===== src/rtl/read_ecc_check.sv =====
// Per-sector Hamming ECC check (256 data + 3 ECC bytes) with in-place single-bit repair.
// Latency: result 2 cycles after the 259th byte; correction writes back 3 cycles after correct_start.
// Backpressure: none; din_valid gaps are tolerated and sector_start pre-empts any activity.
module read_ecc_check (
  input  logic        clk,
  input  logic        rst,
  input  logic        sector_start,
  input  logic [2:0]  sector_idx,
  input  logic [7:0]  din,
  input  logic        din_valid,
  input  logic        correct_start,
  input  logic [7:0]  buf_rdata,
  output logic [1:0]  read_data_ECCstate,
  output logic        date_change_complete,
  output logic [10:0] err_addr,
  output logic [2:0]  err_bit,
  output logic [10:0] buf_addr,
  output logic        buf_rd,
  output logic        buf_we,
  output logic [7:0]  buf_wdata
);

  typedef enum logic [2:0] {IDLE, ACCUM, EVAL, RESULT, CORR_RD, CORR_WAIT, CORR_WR} state_t;

  state_t      state;
  logic [8:0]  cnt, cnt_b;
  logic [15:0] lp, lp_b, lp_n;
  logic [5:0]  cp, cp_b, cp_n;
  logic        all_ff, ff_b, ff_n;
  logic [7:0]  s0, s1;
  logic [5:0]  s2;
  logic [2:0]  idx;
  logic [21:0] syn_q;
  logic [10:0] pair_diff;
  logic [7:0]  syn_addr;
  logic [1:0]  res;
  logic        accept, par;

  // A byte coincident with sector_start counts as byte 0 of a freshly cleared accumulator.
  always_comb begin
    cnt_b  = sector_start ? 9'd0  : cnt;
    lp_b   = sector_start ? 16'd0 : lp;
    cp_b   = sector_start ? 6'd0  : cp;
    ff_b   = sector_start ? 1'b1  : all_ff;
    accept = din_valid && (sector_start || state == ACCUM);
    par    = ^din;
    lp_n   = lp_b;
    cp_n   = cp_b;
    ff_n   = ff_b;
    if (accept) begin
      if (din != 8'hFF) ff_n = 1'b0;
      if (!cnt_b[8]) begin
        for (int k = 0; k < 8; k++) begin
          if (cnt_b[k]) lp_n[2*k+1] = lp_b[2*k+1] ^ par;
          else          lp_n[2*k]   = lp_b[2*k]   ^ par;
        end
        cp_n[5] = cp_b[5] ^ (^(din & 8'hF0));
        cp_n[4] = cp_b[4] ^ (^(din & 8'h0F));
        cp_n[3] = cp_b[3] ^ (^(din & 8'hCC));
        cp_n[2] = cp_b[2] ^ (^(din & 8'h33));
        cp_n[1] = cp_b[1] ^ (^(din & 8'hAA));
        cp_n[0] = cp_b[0] ^ (^(din & 8'h55));
      end
    end
  end

  // A single-bit data error flips exactly one bit of every parity pair.
  always_comb begin
    for (int p = 0; p < 11; p++) pair_diff[p] = syn_q[2*p+1] ^ syn_q[2*p];
    for (int k = 0; k < 8; k++)  syn_addr[k]  = syn_q[2*k+1];
    if (all_ff)                res = 2'd1;
    else if (syn_q == 22'd0)   res = 2'd1;
    else if (&pair_diff)       res = 2'd2;
    else if ($onehot(syn_q))   res = 2'd1;
    else                       res = 2'd3;
  end

  always_ff @(posedge clk) begin
    if (rst) begin
      state                <= IDLE;
      cnt                  <= '0;
      lp                   <= '0;
      cp                   <= '0;
      all_ff               <= 1'b0;
      s0                   <= '0;
      s1                   <= '0;
      s2                   <= '0;
      idx                  <= '0;
      syn_q                <= '0;
      read_data_ECCstate   <= '0;
      date_change_complete <= 1'b0;
      err_addr             <= '0;
      err_bit              <= '0;
      buf_addr             <= '0;
      buf_rd               <= 1'b0;
      buf_we               <= 1'b0;
      buf_wdata            <= '0;
    end else begin
      buf_rd               <= 1'b0;
      buf_we               <= 1'b0;
      date_change_complete <= 1'b0;
      cnt                  <= accept ? cnt_b + 9'd1 : cnt_b;
      lp                   <= lp_n;
      cp                   <= cp_n;
      all_ff               <= ff_n;
      if (accept) begin
        case (cnt_b)
          9'd256:  s0 <= din;
          9'd257:  s1 <= din;
          9'd258:  s2 <= din[5:0];
          default: ;
        endcase
      end
      if (sector_start) begin
        state              <= ACCUM;
        idx                <= sector_idx;
        read_data_ECCstate <= 2'd0;
      end else begin
        case (state)
          ACCUM:  if (accept && cnt_b == 9'd258) state <= EVAL;
          EVAL: begin
            syn_q <= {cp, lp} ^ {s2, s1, s0};
            state <= RESULT;
          end
          RESULT: begin
            // First RESULT cycle publishes the classification of the registered syndrome.
            if (read_data_ECCstate == 2'd0) begin
              read_data_ECCstate <= res;
              if (res == 2'd2) begin
                err_addr <= {idx, syn_addr};
                err_bit  <= {syn_q[21], syn_q[19], syn_q[17]};
              end
            end else if (correct_start && read_data_ECCstate == 2'd2) begin
              state    <= CORR_RD;
              buf_rd   <= 1'b1;
              buf_addr <= err_addr;
            end
          end
          CORR_RD: state <= CORR_WAIT;
          CORR_WAIT: begin
            buf_we               <= 1'b1;
            buf_wdata            <= buf_rdata ^ (8'h01 << err_bit);
            date_change_complete <= 1'b1;
            state                <= CORR_WR;
          end
          CORR_WR: begin
            read_data_ECCstate <= 2'd0;
            state              <= IDLE;
          end
          default: state <= IDLE;
        endcase
      end
    end
  end

endmodule

===== config.mk =====
export PLATFORM = sky130hd
export DESIGN_NAME = read_ecc_check
export DESIGN_NICKNAME = d
export VERILOG_FILES = /design/src/rtl/read_ecc_check.sv
export SDC_FILE = /design/constraint.sdc
export NUM_CORES = 1
export LEC_CHECK = 0
export CORE_MARGIN = 2
export CORE_UTILIZATION = 45
export CTS_CLUSTER_DIAMETER = 30
export DETAILED_ROUTE_END_ITERATION = 16
export PLACE_DENSITY = 0.7
export SYNTH_ARGS = -nofsm -noshare
export SYNTH_HDL_FRONTEND = slang
export SYNTH_SLANG_ARGS = --single-unit

===== constraint.sdc =====
create_clock -name clk -period 6.65 [get_ports clk]
set_input_delay 1.6625 -clock clk [delete_from_list [all_inputs] [get_ports clk]]
set_output_delay 1.6625 -clock clk [all_outputs]
set_load 0.05 [all_outputs]

Word level (Yosys, flattened, before mapping)
Cells that the tools add are included.

Register bits after elaboration: 119. Input bits: 24. Output and inout bits: 38. Word-level logic and storage cells: 166.

Add/sub/neg operators: 22. Equal/unequal tests: 20. Shift-type cells: 1. Mux-type cells: 40. Bitwise operators: 38. Reduce and logical (&&, ||, !) cells: 27.

Operator list (count): $reduce_xor 8->1 (7); $mux 16 (3); $xor 1x1->1 (33); $eq 9x9->1 const B (3); $add 1x1->2 (11); $logic_not 22->1 (1); $mux 1 (22); $xor 22x22->22 (1); $mux 6 (3); $mux 9 (2); $add 2x2->3 (5); $pmux 3 s5 (1); $reduce_and 2->1 (6); $reduce_and 11->1 (1); $mux 2 (5); $add 9x1->9 const B (1); $eq 3x3->1 const B (3); $mux 3 (3); $add 3x3->4 (2); $ne 8x8->1 const B (1); $reduce_and 4->1 (2); $shl 1x3->8 const A (1); $xor 8x8->8 (1); $eq 3x2->1 const B (2); other kinds (19) (28).

Longest topological paths before layout
Gate-level depths: netlist (run 1).

Depth after elaboration: 12. Gate-level depth with buffers: 15. Mapped depth without buffers: 15.

Least setup slack after synthesis (run 1)
No wires, ideal clock.

Path kind: reg-to-reg. From: register syn_q[5]. To: register read_data_ECCstate[1]. Library setup time: 0.116 ns. Arrival time: 4.056 ns. Data required time: 6.534 ns. Setup slack: 2.478 ns. Stages on the path, launching flop included: 16. Buffers on the path: 0. Period minus slack after synthesis: 4.172 ns. Cell sequence: dfxtp_1 -> inv_1 -> fa_1 -> inv_1 -> fa_1 -> fa_1 -> fa_1 -> inv_1 -> fa_1 -> inv_1 -> ha_1 -> fa_1 -> or2_2 -> o21ai_0 -> nand4_1 -> o211a_1.

Word-level cells in the longest chain between the ends: 12. Elaborated cells between the ends (all ways): 15. Those cells by class: add/sub: 5; eq/ne: 1; mux: 6; bitwise: 1; reduce/logical: 2.

RTL lines: start, declared (line 33) `logic [21:0] syn_q;`; start signal, assigned (line 122) `syn_q <= {cp, lp} ^ {s2, s1, s0};`; $add 1x1->2 (not written as such) (line 74) `else if ($onehot(syn_q)) res = 2'd1;`; $add 2x2->3 (not written as such) (line 74); $add 3x3->4 (not written as such) (line 74); $add 4x4->5 (not written as such) (line 74); $add 5x4->5 (not written as such) (line 74); $eq 5x1->1 (line 74); $mux 2 (line 74); $mux 2 (line 73) `else if (&pair_diff) res = 2'd2;`; $mux 2 * (line 72) `else if (syn_q == 22'd0) res = 2'd1;`; $mux 2 * (line 71) `if (all_ff) res = 2'd1;`; $mux 2 * (line 127) `if (read_data_ECCstate == 2'd0) begin`; $pmux 2 s2 * (line 119) `case (state)`; end signal, assigned (line 128) `read_data_ECCstate <= res;`; end, declared (line 13) `output logic [1:0] read_data_ECCstate,`.

Every way passes the cells marked *; elsewhere a longest branch is shown, timed or not. The select of a mux whose other input is x is not followed. A chain may end at the register's enable or synchronous reset.

Worst setup path in the final report (run 1)
Ends and elaborated chain as after synthesis.

==> results of run 1 <==
-- cells by family after synthesis --
family          Yosys count
xor+xnor                 53
compound gates           98
buf+inv                  96
mux                      51
fa+ha+maj                42
simple gates            220
flops                   119
-- layout make-up --
class | instances | area share
multi-input cells | 464 | 0.4510
flip-flops and latches | 119 | 0.3198
repair buffers | 67 | 0.08735
clock buffers | 22 | 0.06098
well taps | 176 | 0.02956
clock inverters | 9 | 0.02654
inverters | 49 | 0.02469
-- metrics by stage --
step	total power, mW	util
after floorplan	0.8870	-
after global placement	0.9391	0.5132
after detailed placement	0.9465	0.5132
after CTS	1.968	0.5625
after global routing	2.022	0.5625
final	1.958	0.5625
-- power breakdown --
part / switching, mW / leakage [nW] / total, mW / internal, mW
logic: 0.116 / 1.53 / 0.189 / 0.0721
registers: 0.0171 / 0.962 / 0.747 / 0.730
clock network: 0.314 / 0.314 / 1.02 / 0.709
total: 0.448 / 2.81 / 1.96 / 1.51
-- layer usage --
layer  global-route usage  up-vias  share of wire
met1               0.2637     2394           0.46
met3              0.04764       26          0.042
met5                    0        -              0
met2               0.3425      139           0.48
met4              0.08648        0          0.021
li1                     -     2386              -
-- Yosys cell counts, types with 4 or more instances --
| library cell | instances |
|---|---|
| a21oi_1 | 13 |
| nand4_1 | 11 |
| buf_2 | 6 |
| xor2_1 | 10 |
| xnor2_1 | 43 |
| nor2_1 | 81 |
| fa_1 | 15 |
| o21ai_0 | 5 |
| a41o_1 | 5 |
| mux2i_1 | 51 |
| ha_1 | 27 |
| o311ai_0 | 10 |
| nor3_1 | 6 |
| nand2_1 | 87 |
| inv_1 | 48 |
| nand3b_1 | 4 |
| a31oi_1 | 7 |
| clkbuf_1 | 37 |
| dfxtp_1 | 119 |
| a211oi_1 | 31 |
| nor2b_1 | 4 |
| o211ai_1 | 13 |
-- worst min-delay path: stages, from the launching register on --
cell and delay [ps]:
dfxtp_1 310, nand2_1 50, mux2i_1 50
-- registers in the layout, indices dropped and copies added (netlist names) --
name,count
syn_q,22
cnt,9
buf_addr,11
err_bit,3
read_data_ECCstate,2
err_addr,11
all_ff,1
lp,16
buf_we,1
s0,8
s1,8
s2,6
buf_wdata,8
cp,6
state,3
idx,3
buf_rd,1
-- worst max path at each step --
stage / end / slack (ps) / startpoint / cells past startpoint
after floorplan: read_data_ECCstate[1] / 2480 / syn_q[5] / 15
after global placement: read_data_ECCstate[1] / 2390 / syn_q[5] / 15
after detailed placement: read_data_ECCstate[1] / 2280 / syn_q[5] / 15
after CTS: read_data_ECCstate[1] / 2270 / syn_q[5] / 15
after global routing: read_data_ECCstate[1] / 2130 / syn_q[7] / 15
final: read_data_ECCstate[1] / 2280 / syn_q[5] / 15
==> summary.md, run 1 <==
| Metric | Value |
|---|---|
| Netlist cell types | 54 |
| TritonCTS clock tree | built |
| Die height | ~120 um |
| Nets | 784 |
| Peak supply drop | 168.7 uV |
| ANT nets after route | 0 |
| DRT iter0 DRCs | about 290 |
| Initial core utilization | 0.4619 |
| Final Skew | ~8.2 ps |
| CP max FO | 3 |
| WHS Path Cells | 2 |
| Post-CTS Resized | 0 |
| Core area | 13240 um2 |
| Status | complete, no violations |
| Vias | around 4900 |
| Hold Startpoint | idx[1] |
| Fin. Hold Viols | 0 |
| CTS Buf Count | 17 |
| Most common cell after layout, fill and taps aside | dfxtp_1 |
| Max Cap Viol | 0 |
| HPWL after DPL | between 10000 and 15000 um |
| FF-to-FF path depth | 15 |
| Design area | 7448 um2 |
| Syn_nets | 745 |
| Pleak | around 2.8 nW |
| Area leader, netlist | dfxtp_1 |
| Post-Synth Simple-Gate Area | 0.1671 |
| HP Class | reg -> reg |
| Root buf cell | clkbuf_16 |
| Multi-input gate area | 3359 um2 |
| RSZ-0062 raised after global routing | no |
| CP arrival | roughly 4700 ps |
| Die area | approximately 15000 um2 |
| Final worst slack | around 2300 ps |
| Vias in the first global route | 4821 |
| Async set-reset flop share out of synthesis | 0 |
| Post-synthesis adder-cell area fraction | 0.1043 |
| Setup_tns | 0 ps |
| Setup WS pre-CTS | 2282 ps |
| Largest net degree at the start of global routing | 61 |
| Max-slew violations | 0 |
| Synth top area share | 0.3894 |
| Crit Reg-Reg Startpoint | syn_q[5] |
| Period utilisation layout | 0.6575 |
| TritonRoute pass-1 iters | 5 |
| Main combinational cell family by area after synthesis | simple AND/OR/NAND/NOR gates |
| Fin cells | between 900 and 1000 |
| Placed inst area | between 6000 and 7000 um2 |
| Post-Synth XOR/XNOR Area | 0.07588 |
| Layout cells sized above 1 | 0.05753 |
| Critical Path, Cell by Cell | inv_1 -> fa_1 -> inv_1 -> fa_1 -> fa_1 -> fa_1 -> inv_1 -> fa_1 -> inv_1 -> ha_1 -> fa_1 -> or2_2 -> o21ai_0 -> nand4_1 -> o211a_1 |
| # diodes | 0 |
| #FFs+latches synth | about 120 |
| GRT Resource Usage Total | 0.2084 |
| H-tree levels | 4 |
| Count of final setup violators | 0 |
| # placed instances | slightly below 900 |
| Post-synthesis compound-gate area fraction | 0.1176 |
| Most frequent CP cell | fa_1 |
| Slew margin rel. | 0.1718 |
| Hold Path Sink | err_addr[9] |
| Max stage delay on crit path | around 540 ps |
| Wire length per cell | ~16 um |
| R2R Path End | read_data_ECCstate[1] |
| Flop2flop setup slack | around 2300 ps |
| First-pass GRT wire length | around 24000 um |
| # Post-CTS Setup Buffers | 0 |
| Number of port buffers | 61 |
| Total Wirelength | about 15000 um |
| Fillers | around 1200 |
| Setup CP Type | reg -> reg |
| CP Buf/Inv Count | 4 |
| TritonCTS Sinks | approximately 120 |
| Synth Warn # | 0 |
| Initial antenna violation count | 0 |
| Avg Inst Size Synth | approximately 9 um2 |
| # DRC | 0 |
| Gpl congestion | 0.8463 |
| CP top delay family | adder cells |
| Grt ovf | 0 |
| Syn Std Cell Area | slightly above 6000 um2 |
| Largest cells by area after synthesis | dfxtp_1 (39%), mux2i_1 (8.3%), xnor2_1 (6.2%) |
| Clock latency on the worst-skew pair | about 420 ps |
| Seq/Total Area, Yosys | 0.3894 |
| I/O Pins | 62 |
| Post-cts hold buffer count | 0 |
| Die width | between 100 and 150 um |
| Ys flop type | dfxtp_1 |
| Synth Instances | approximately 680 |
| Most frequent cells in the layout | dfxtp_1 (119), nand2_1 (87), nor2_1 (81) |
| CTS Buffer Depth | 2 |
| Rows | 42 |
| PwrDens | between 200 and 300 nW/um2 |
| Clk slew on worst S/H paths | 50 ps |
| Crit. End Element | register |
| Startpoint Class | register |
| CP max-delay cell | fa_1 |
| Area Overhead vs Synth | 21.76% |
| Final hold slack | 459.9 ps |
| Mux contribution to synthesized area | 0.08345 |
| Post-layout minimum cycle time | 4372 ps |
| Via-per-instance ratio | between 5 and 6 |
| Worst-margin pin slew | around 1200 ps |
| F_max | approximately 230 MHz |
| Worst EP required | between 6000 and 7000 ps |
| Post-synth EDFFs | 0 |
| FF+latch area | 2382 um2 |
(Power assumes the default switching activity.)
==> run 2: changes to the inputs <==
- PLACE_DENSITY: 0.7 -> 0.72
- clock period: 6.65 -> 3.71 ns (I/O delays scaled with it)
==> run 2 against run 1 <==
Against the previous run:
- the flow now finishes with violations (setup timing)
- global-route usage is 0.68 points higher
- count of clock-buffer cells in the layout increased by 2
- highest routed layer unchanged
- worst setup slack worse by 2700 ps
- non-clock buffer count is 21 higher
- combinational power grew 92%
- register-to-register slack got worse by 2700 ps
- flip-flop and latch count unchanged
- cell count grew 2.3%
==> summary.md, run 2 (synthesized netlist as in run 1, its figures left out) <==
| Metric | Value |
|---|---|
| Hold Startpoint | idx[2] |
| Number of port buffers | 61 (unchanged) |
| # Post-CTS Setup Buffers | 0 (unchanged) |
| Pleak | 2.908 nW (+3.5%) |
| DRT iter0 DRCs | 308 (+6.6%) |
| Max stage delay on crit path | 530 ps (about the same) |
| FF-to-FF path depth | 15 (unchanged) |
| Slew margin rel. | 0.2372 (+0.06548) |
| Wire length per cell | 16.22 um (about the same) |
| Via-per-instance ratio | 5.393 (-1.2%) |
| First-pass GRT wire length | 24250 um (+2.1%) |
| Status | complete, but fails checks |
| WHS Path Cells | 2 (unchanged) |
| Flop2flop setup slack | -400 ps (-2680 ps) |
| Layout cells sized above 1 | 0.09720 (+0.03967) |
| Core area | 13240 um2 (unchanged) |
| CTS Buffer Depth | 2 (unchanged) |
| ANT nets after route | 0 (unchanged) |
| Flop pwr share | 0.384 (+0.003) |
| Max reg flops | 22 (unchanged) |
| CP Buf/Inv Count | 4 (unchanged) |
| Setup_tns | -397.2 ps (-397.2 ps) |
| Worst-margin pin slew | 1137 ps (-99.10 ps) |
| CP arrival | 4420 ps (-260 ps) |
| Grt ovf | 0 (unchanged) |
| Period utilisation layout | 1.107 (+0.4496) |
| Crit Reg-Reg Startpoint | syn_q[5] |
| Count of final setup violators | 1 (+1) |
| P_int | 2.657 mW (+76%) |
| # DRC | 0 (unchanged) |
| Total Wirelength | 15040 um (+2.3%) |
| Root buf cell | clkbuf_16 |
| Most flops, register | syn_q |
| Switching Power | 0.8247 mW (+84%) |
| I/O Pins | 62 (unchanged) |
| Hold Path Sink | err_addr[10] |
| Die height | 120.6 um (unchanged) |
| CTS Buf Count | 17 (unchanged) |
| Rows | 42 (unchanged) |
| Fin. Hold Viols | 0 (unchanged) |
| Most common cell after layout, fill and taps aside | dfxtp_1 |
| Finished Core Util | 0.5747 (+0.01228) |
| Worst EP required | 4020 ps (-2940 ps) |
| Setup WS pre-CTS | -430.4 ps (-2712 ps) |
| Final worst slack | -397.2 ps (-2675 ps) |
| CP top delay family | adder cells |
| TritonRoute pass-1 iters | 5 (unchanged) |
| HPWL after DPL | 10950 um (+4.9%) |
| Crit. End Element | register |
| Die area | 14540 um2 (unchanged) |
| Max-slew violations | 0 (unchanged) |
| RSZ-0062 raised after global routing | yes |
| H-tree levels | 4 (unchanged) |
| Max Cap Viol | 0 (unchanged) |
| Nets | 805 (+2.7%) |
| TritonCTS clock tree | built |
| Die width | 120.6 um (unchanged) |
| Peak supply drop | 359.0 uV (+110%) |
| Overall power | 3.482 mW (+78%) |
| PwrDens | 457.5 nW/um2 (+74%) |
| Startpoint Class | register |
| Stages on worst setup path | 15 (unchanged) |
| Clk slew on worst S/H paths | 50 ps (about the same) |
| Most frequent CP cell | fa_1 |
| CP max FO | 2 (-1) |
| # diodes | 0 (unchanged) |
| TritonCTS Sinks | 119 (unchanged) |
| Setup CP Type | reg -> reg |
| Post-layout minimum cycle time | 4107 ps (-264.9 ps) |
| Vias | 4999 (+1.1%) |
| Biggest regs | syn_q (22), lp (16) |
| R2R Path End | read_data_ECCstate[1] |
| Most frequent cells in the layout | dfxtp_1 (116), nand2_1 (87), nor2_1 (81) |
| Comb power frac | 0.104 (+0.008) |
| Clock latency on the worst-skew pair | 420 ps (about the same) |
| Failing checks | setup timing |
| GRT Resource Usage Total | 0.2153 (+0.006835) |
| Critical Path, Cell by Cell | inv_2 -> fa_1 -> inv_1 -> fa_1 -> fa_1 -> fa_1 -> inv_1 -> fa_1 -> inv_1 -> ha_2 -> fa_2 -> or2_4 -> o21ai_2 -> nand4_1 -> o211a_1 |
| Vias in the first global route | 4912 (+1.9%) |
| Area Overhead vs Synth | 24.42% |
| Largest net degree at the start of global routing | 61 (unchanged) |
| Final Skew | 5.952 ps (-2.212 ps) |
| Gpl congestion | 0.8307 (-1.8%) |
| HP Class | reg -> reg |
| Initial core utilization | 0.4619 (unchanged) |
| Fillers | 1150 (-3.7%) |
| F_max | 243.5 MHz (+6.4%) |
| Switching Fraction | 0.2368 (+0.008151) |
| Clock share of power | 0.512 (-0.010) |
| CP max-delay cell | fa_1 |
| Initial antenna violation count | 0 (unchanged) |
==> run 2: repair_timing <==
action                     4_1_cts  5_1_grt
resized for setup                3        3
setup endpoints to repair        1        1
hold buffers                     0        0
==> run 2: power by group through the flow <==
stage | Clock, mW | Combinational, mW | Sequential [mW]
2_1_floorplan | 0 | 0.235 | 1.35
3_3_place_gp | 0 | 0.334 | 1.36
3_5_place_dp | 0 | 0.355 | 1.36
4_1_cts | 1.80 | 0.357 | 1.34
5_1_grt | 1.87 | 0.394 | 1.34
6_report | 1.78 | 0.362 | 1.34
==> run 2: stage by stage <==
step,cell area [um2],instances,hold WS [ps]
finish,7611,927,460.2
detailed placement,6960,896,454.1
global placement,6960,896,445.4
CTS,7606,927,461.8
global route,7611,927,489.2
floorplan,6123,679,437.4
==> run 2: how the worst max path moves through the flow <==
stage | from | endpoint | slack, ps
detailed placement | syn_q[7] | read_data_ECCstate[1] | -430
global route | syn_q[5] | read_data_ECCstate[1] | -560
floorplan | syn_q[5] | read_data_ECCstate[1] | -290
finish | syn_q[5] | read_data_ECCstate[1] | -400
CTS | syn_q[5] | read_data_ECCstate[1] | -390
global placement | syn_q[5] | read_data_ECCstate[1] | -380
==> run 2: final cells by class <==
type	count	area, um2	area share
multi-input combinational	464	3371	0.4429
sequential	119	2386	0.3135
timing repair buffer	88	808.3	0.1062
clock buffer	24	501.7	0.06592
tap	176	220.2	0.02893
inverter	49	183.9	0.02417
clock inverter	7	140.1	0.01841
==> run 2: routing by layer <==
layer,part of all wire,wire [um],vias to the layer above,GRT usage
li1,-,-,2433,-
met1,0.44,6627,2399,0.2703
met2,0.48,7243,131,0.3485
met3,0.046,694,36,0.04717
met4,0.031,469,0,0.1083
met5,0,0,-,0
==> run 2: worst register-to-register path, stage by stage, from the launching register on <==
cell and delay [ps]:
dfxtp_2 330, inv_2 40, fa_1 530, inv_1 50, fa_1 490, fa_1 430, fa_1 500, inv_1 50
fa_1 470, inv_1 40, ha_2 180, fa_2 340, or2_4 240, o21ai_2 60, nand4_1 90, o211a_1 150
